<file path="config.mk">
export PLATFORM = sky130hd
export DESIGN_NAME = bip_debug_uart_if
export DESIGN_NICKNAME = d
export VERILOG_FILES = /design/src/rtl/bip_debug_uart_if.sv
export SDC_FILE = /design/constraint.sdc
export NUM_CORES = 1
export LEC_CHECK = 0
export CAP_MARGIN = 20
export CORE_MARGIN = 4
export CORE_UTILIZATION = 52
export CTS_BUF_LIST = sky130_fd_sc_hd__clkbuf_4 sky130_fd_sc_hd__clkbuf_8 sky130_fd_sc_hd__clkbuf_16
export DETAILED_ROUTE_END_ITERATION = 10
export GPL_TIMING_DRIVEN = 0
export HOLD_SLACK_MARGIN = 0.1
export PLACE_DENSITY = 0.77
export SLEW_MARGIN = 40
export SYNTH_ARGS = -nofsm -noshare
export SYNTH_HDL_FRONTEND = slang
export SYNTH_SLANG_ARGS = --single-unit
</file>
<file path="constraint.sdc">
create_clock -name i_clock -period 2.6 [get_ports i_clock]
set_clock_uncertainty 0.15 [all_clocks]
set_input_delay 0.26 -clock i_clock [delete_from_list [all_inputs] [get_ports i_clock]]
set_output_delay 0.26 -clock i_clock [all_outputs]
set_load 0.005 [all_outputs]
</file>
<file path="src/rtl/bip_debug_uart_if.sv">
// UART-side debug controller for the BIP CPU: start-code gated run, halt detection, acc + cycle-count report.
// Optional single-step mode is compiled in when the DEBUG_STEP_EN macro is defined.
module bip_debug_uart_if #(
   parameter int unsigned                         CANT_BITS_OPCODE   = 5,
   parameter int unsigned                         CC_LENGTH          = 11,
   parameter int unsigned                         ACC_LENGTH         = 16,
   parameter int unsigned                         OUTPUT_WORD_LENGTH = 8,
   parameter logic [CANT_BITS_OPCODE-1:0]         HALT_OPCODE        = '0,
   parameter logic [OUTPUT_WORD_LENGTH-1:0]       START_CODE         = 8'hFF,
   parameter int unsigned                         START_COUNT        = 2
`ifdef DEBUG_STEP_EN
   ,
   parameter logic [OUTPUT_WORD_LENGTH-1:0]       STEP_CODE          = 8'hA5
`endif
) (
   input  logic                          i_clock,
   input  logic                          i_reset,
   input  logic                          i_rx_done,
   input  logic [OUTPUT_WORD_LENGTH-1:0] i_data_rx,
   input  logic [CANT_BITS_OPCODE-1:0]   i_opcode,
   input  logic [ACC_LENGTH-1:0]         i_acc,
   input  logic                          i_tx_done,
   output logic                          o_tx_start,
   output logic [OUTPUT_WORD_LENGTH-1:0] o_data_tx,
   output logic                          o_soft_reset,
   output logic                          o_enable
);

   localparam int unsigned W           = OUTPUT_WORD_LENGTH;
   localparam int unsigned ACC_BYTES   = (ACC_LENGTH + W - 1) / W;
   localparam int unsigned CC_BYTES    = (CC_LENGTH + W - 1) / W;
   localparam int unsigned ACC_BITS    = ACC_BYTES * W;
   localparam int unsigned CC_BITS     = CC_BYTES * W;
   localparam int unsigned TOTAL_BYTES = ACC_BYTES + CC_BYTES;
   localparam int unsigned SHIFT_BITS  = TOTAL_BYTES * W;
   localparam int unsigned BCNT_W      = (TOTAL_BYTES > 1) ? $clog2(TOTAL_BYTES) : 1;
   localparam int unsigned SCNT_W      = (START_COUNT > 1) ? $clog2(START_COUNT + 1) : 1;

   typedef enum logic [2:0] {
      IDLE,
      RUN,
      LATCH,
      SEND
`ifdef DEBUG_STEP_EN
      ,
      STEP
`endif
   } state_t;

   state_t                  state;
   logic [SCNT_W-1:0]       start_cnt;
   logic [CC_LENGTH-1:0]    cc;
   logic [SHIFT_BITS-1:0]   shift;
   logic [BCNT_W-1:0]       byte_cnt;
`ifdef DEBUG_STEP_EN
   logic                    step_mode;
   logic                    step_halt;
`endif

   logic [CC_LENGTH-1:0]    cc_inc_c;
   logic [SHIFT_BITS-1:0]   packet_c;

   // Saturating cycle counter and the little-endian report image (acc bytes first, zero padded).
   assign cc_inc_c = (cc == '1) ? cc : cc + CC_LENGTH'(1);
   assign packet_c = {CC_BITS'(cc), ACC_BITS'(i_acc)};

   always_ff @(posedge i_clock or negedge i_reset) begin
      if (!i_reset) begin
         state        <= IDLE;
         start_cnt    <= '0;
         cc           <= '0;
         shift        <= '0;
         byte_cnt     <= '0;
         o_tx_start   <= 1'b0;
         o_data_tx    <= '0;
         o_soft_reset <= 1'b0;
         o_enable     <= 1'b0;
`ifdef DEBUG_STEP_EN
         step_mode    <= 1'b0;
         step_halt    <= 1'b0;
`endif
      end else begin
         o_tx_start <= 1'b0;
         case (state)
            IDLE: begin
               o_soft_reset <= 1'b0;
               o_enable     <= 1'b0;
               if (i_rx_done) begin
`ifdef DEBUG_STEP_EN
                  if (start_cnt == '0 && i_data_rx == STEP_CODE) begin
                     cc           <= '0;
                     o_soft_reset <= 1'b1;
                     step_mode    <= 1'b1;
                     state        <= STEP;
                  end else
`endif
                  if (i_data_rx == START_CODE) begin
                     if (start_cnt == SCNT_W'(START_COUNT - 1)) begin
                        start_cnt    <= '0;
                        cc           <= '0;
                        o_soft_reset <= 1'b1;
                        o_enable     <= 1'b1;
                        state        <= RUN;
`ifdef DEBUG_STEP_EN
                        step_mode    <= 1'b0;
`endif
                     end else begin
                        start_cnt <= start_cnt + SCNT_W'(1);
                     end
                  end else begin
                     start_cnt <= '0;
                  end
               end
            end

            // Every RUN cycle is an enabled CPU cycle, including the one that fetches HALT.
            RUN: begin
               cc <= cc_inc_c;
`ifdef DEBUG_STEP_EN
               step_halt <= (i_opcode == HALT_OPCODE);
               if (step_mode || i_opcode == HALT_OPCODE) begin
`else
               if (i_opcode == HALT_OPCODE) begin
`endif
                  o_enable <= 1'b0;
                  state    <= LATCH;
               end
            end

            LATCH: begin
               o_data_tx  <= packet_c[W-1:0];
               shift      <= packet_c >> W;
               byte_cnt   <= '0;
               o_tx_start <= 1'b1;
               state      <= SEND;
            end

            SEND: begin
               if (i_tx_done) begin
                  if (byte_cnt == BCNT_W'(TOTAL_BYTES - 1)) begin
                     start_cnt <= '0;
`ifdef DEBUG_STEP_EN
                     if (step_mode && !step_halt) begin
                        state <= STEP;
                     end else begin
                        state        <= IDLE;
                        o_soft_reset <= 1'b0;
                        step_mode    <= 1'b0;
                     end
`else
                     state        <= IDLE;
                     o_soft_reset <= 1'b0;
`endif
                  end else begin
                     byte_cnt   <= byte_cnt + BCNT_W'(1);
                     o_data_tx  <= shift[W-1:0];
                     shift      <= shift >> W;
                     o_tx_start <= 1'b1;
                  end
               end
            end

`ifdef DEBUG_STEP_EN
            // CPU held out of reset but frozen; each step byte grants exactly one enabled cycle.
            STEP: begin
               o_enable <= 1'b0;
               if (i_rx_done && i_data_rx == STEP_CODE) begin
                  o_enable <= 1'b1;
                  state    <= RUN;
               end
            end
`endif

            default: state <= IDLE;
         endcase
      end
   end

endmodule
</file>
* Yosys cells after proc, flatten, opt, wreduce, memory -nomap -nowiden
Index checks and enable logic that the tools add are counted.
Storage, ports and cells: bits in registers 61, input bits 33, output and inout bits 11, logic and storage cells 76
Cells by class: $add $sub $neg 3, equality and inequality tests 15, muxes and demuxes 38, reductions and logical operators 11
Operators by type and width (number):
- $mux 32 | 2
- $pmux 32 s2 | 1
- $mux 11 | 4
- $pmux 11 s2 | 1
- $mux 3 | 6
- $mux 8 | 2
- $ne 2x2->1 const B | 8
- $pmux 8 s2 | 1
- $mux 2 | 7
- $pmux 3 s4 | 1
- $add 11x1->11 const B | 1
- $eq 11x11->1 const B | 1
- $eq 8x8->1 const B | 1
- $mux 1 | 8
- $pmux 2 s2 | 2
- $eq 3x2->1 const B | 2
- $pmux 1 s2 | 3
- $reduce_and 3->1 | 2
- $reduce_and 6->1 | 1
- $reduce_bool 2->1 | 3
- $logic_not 5->1 | 1
- $reduce_and 5->1 | 1
- $add 2x1->2 const B | 2
- $reduce_and 4->1 | 1
- 5 further kinds | 5

* Longest topological paths before layout
depth after elaboration 5, gate-level depth with buffers 8, depth with buffers taken out 6

* Worst setup path after synthesis
Ideal clock, no wire load.
path kind flip-flop to flip-flop, from register state[0], to register cc[7], setup time 0.095 ns, data arrival time 1.789 ns, required time 2.355 ns, path slack 0.565 ns, stages on the path, launching flop included 8, buffers on the path 1, clock period less this slack 2.035 ns, path through dfrtp_1 > inv_1 > ha_1 > nand4b_2 > o31a_1 > buf_6 > or3_4 > o31ai_1
On the way: cells in the longest elaborated chain, start to end 3, elaborated cells between the ends (all ways) 9, those cells by class eq/ne: 5; mux: 1; reduce/logical: 3
Ends and longest elaborated chain:
- from (decl) | RTL line 50 | state_t state;
- from (signal assigned) | RTL line 69 | state <= IDLE;
- from (signal assigned) | RTL line 103 | state <= RUN;
- from (signal assigned) | RTL line 126 | state <= LATCH;
- $eq 3x1->1 or $logic_not 3->1 (tied branches) | RTL line 84 | case (state)
- $ne 2x2->1 (no source line) or $reduce_bool 2->1 (tied branches)
- $reduce_and 5->1 (no source line)
- to (signal assigned) | RTL line 118 | cc <= cc_inc_c;
- to (decl) | RTL line 52 | logic [CC_LENGTH-1:0] cc;
Several ways; a longest one is shown, not always the timed one. A chain may end at the register's enable or synchronous reset.

* Worst setup path after layout
from register state[0], to register cc[6]
The elaborated chain is that of the path after synthesis.

==> key figures <==
Status
  – Outcome: complete, no violations

Global route
  – Vias in the first global route: 1816
  – GRT Overall Usage: 0.1845
  – Initial antenna violation count: 0
  – Grt ovf: 0
  – Largest net degree at the start of global routing: 40
  – Global-route wire length before repair: 8176 um

Power and ir drop
  – Leakage power: ~1.3 nW
  – Int Pwr: approximately 1.8 mW
  – NetSw: around 1.1 mW
  – Clock network fraction of total power: 0.185
  – Reg power frac: 0.385
  – Comb pwr share: 0.431
  – Switching portion of total power: 0.3757
  – Total power draw: approximately 3 mW
  – PD cells: just under 1000 nW/um2
  – VDD IR max: between 0.4 and 0.5 mV

Timing
  – Fmax: about 0.43 GHz
  – Slew Viols, Final: 0
  – Minimum clock period: approximately 2300 ps
  – Slew @ Worst Pin: 611.8 ps
  – Final Hold Fails: 0
  – Setup slack after layout: 250.4 ps
  – RSZ-0062 raised after global routing: false
  – Period Utilization, post-route: 0.9037
  – Final setup violating endpoints: 0
  – Relative slew margins: 0.5886
  – Setup TNS: 0 ps

Yosys
  – Mapped Cells: about 230
  – Register area share after synthesis: 0.4929
  – #FFs+latches synth: 47
  – Synth warn: 0
  – Number of flops mapped to enable cells by yosys: 0
  – Largest cells by area after synthesis: dfrtp_1, mux2i_1, o21ai_0
  – Mean post-synth cell area: approximately 10 um2
  – Synth unique cells: 44
  – Dominant cell type by area after synthesis: dfrtp_1
  – Count leader, synth: dfrtp_1
  – Post-synth ARST share: 1.000
  – Synth Flop Type: dfrtp_1
  – Post-synth top cells: dfrtp_1, o21ai_0, nand2_1
  – Post-synthesis cell area: around 2400 um2
  – Yosys top cell area share: 0.4929
  – Net count after synthesis: roughly 270

Cells and area
  – Number of diodes: 0
  – Finished Core Util: 0.6909
  – # nets final: about 320
  – Share of cells above drive strength 1: 0.08099
  – Fin area: 3029 um2
  – Area growth syn-to-layout: 26.95%

Floorplanning
  – Die Ht: roughly 76 um
  – Io pins: 44
  – # rows: 24
  – Total core area: between 4000 and 5000 um2
  – Die X: around 76 um
  – Starting Density: 0.5442
  – Die ar.: roughly 5700 um2

Worst setup path
  – Worst path cell trace: inv_1 -> ha_1 -> nand4b_2 -> o31ai_1 -> nand2_1 -> o31ai_1
  – Max incr delay on CP: about 540 ps
  – Buf+Inv Stages, Crit Path: 1
  – Crit path DAT: 2410 ps
  – Worst reg2reg setup slack: approximately 250 ps
  – Crit end category: register
  – Crit path max-delay family: compound AO/OA/AOI/OAI gates
  – Crit-path max FO: 6
  – Critical Path Start: state[0]
  – Slowest CP cell: o31ai_1
  – Crit Path Class: register to register
  – Critical Path RT: 2660 ps
  – Crit path launch type: register
  – FF-to-FF Start: state[0]
  – Most used cell, CP: o31ai_1

Clock tree
  – CTS Buffer Depth: 2
  – CTS tree: done
  – CTS H-Tree Depth: 2
  – Clock Sinks: 47
  – Root buffer cell: clkbuf_8
  – CTS clk-pin slew, worst paths: approximately 90 ps
  – Clk_lat worst skew: 300 ps
  – Num CTS Buffers: 5
  – Setup bufs post-CTS: 0

Routing
  – First DRT Iteration DRCs: 95
  – Routed len/inst: 15.07 um
  – DRC viols: 0
  – Pre-antenna DRT Iters: 4
  – Vias: slightly below 2000
  – Number of antenna-violating nets in the routed design: 0
  – Routed WL: slightly above 5000 um
  – Avg Vias per Cell: 5.726

Placement
  – Dpl cell area: ~2900 um2
  – Routability cong.: ~0.77
  – DP Wirelength: ~3700 um
  – Port bufs: between 40 and 50
  – DP Worst Slack: 191.2 ps

Hold path
  – Class of the worst hold path: input pin to async pin

Job
  – Total of max-cap violations: 0
path summary, 6_finish.rpt:
path,to,cells after the start
min,o_data_tx[2],2
min in group i_clock,o_data_tx[6],2
max reg2reg,cc[6],6
min reg2reg,o_data_tx[6],2
max in group asynchronous,cc[2],3
max,cc[6],6
power groups by stage:
stage / clock network (mW) / logic, mW / registers (mW)
after floorplan: 0 / 0.832 / 1.10
after global placement: 0 / 1.20 / 1.12
after detailed placement: 0 / 1.25 / 1.13
after CTS: 0.545 / 1.26 / 1.12
after global routing: 0.577 / 1.40 / 1.15
final: 0.538 / 1.26 / 1.12
metal layers:
layer	global-route usage	wire, um
met5	0	0
met3	0.02902	238
met1	0.2384	2318
met2	0.3222	2452
met4	0.04660	55
cells in the final DEF (no fill, tap or decap), types with 2 or more instances in the layout:
cell and n:
dfrtp_1 47, clkdlybuf4s50_1 42, o21ai_0 26, nand2_1 25, mux2i_1 22, a21oi_1 10
inv_1 9, a22o_1 9, clkbuf_1 8, nand4_1 7, ha_1 7, o31ai_1 6
nor2_1 5, clkbuf_8 5, mux2_2 3, nand2b_1 3, o22ai_1 3, buf_2 2
nor2b_1 2, nand3_1 2, o31a_1 2, a41oi_1 2, and3_1 2, a31oi_1 2
and2_2 2, o211ai_1 2, a22oi_1 2, nor3_1 2, nand3b_1 2
metrics by stage:
stage | hold slack (ps) | cells
global placement | 309.5 | 326
CTS | 165.0 | 336
finish | 160.6 | 336
floorplan | -185.6 | 231
global route | 188.4 | 336
detailed placement | -53.37 | 327
state kept, by name (all words and copies together), names as in the netlist:
name	cells
o_soft_reset	1
byte_cnt	2
start_cnt	2
cc	11
state	2
o_data_tx	8
o_enable	1
o_tx_start	1
shift	19
logic make-up (layout without fill, tap and decap cells):
| kind of cell | Yosys count | after routing | share of synthesized area |
|---|---|---|---|
| buffers and inverters | 21 | 74 | 0.03723 |
| multiplexers | 25 | 25 | 0.1064 |
| flip-flops | 47 | 47 | 0.4929 |
| AO/OA/AOI/OAI | 69 | 69 | 0.1846 |
| adder cells (fa/ha/maj) | 7 | 7 | 0.03671 |
| AND/OR/NAND/NOR | 61 | 61 | 0.1384 |
| XOR/XNOR | 1 | 1 | 0.003671 |
area by class of cell:
cell class                      count  area [um2]
Clock inverter                      3       43.79
Clock buffer                        5       68.82
Multi-Input combinational cell    163        1129
Timing Repair Buffer               45       457.9
Fill cell                         357        1355
Inverter                            9       33.78
Buffer                             12       55.05
Sequential cell                    47        1176
Tap cell                           52       65.06
timing repair:
action / CTS / global route
endpoints found under the setup margin: 0 / 8
hold buffers: 1 / 0
endpoints found under the hold margin: 47 / 0
resized for setup: 0 / 1
(Power assumes the default switching activity.)
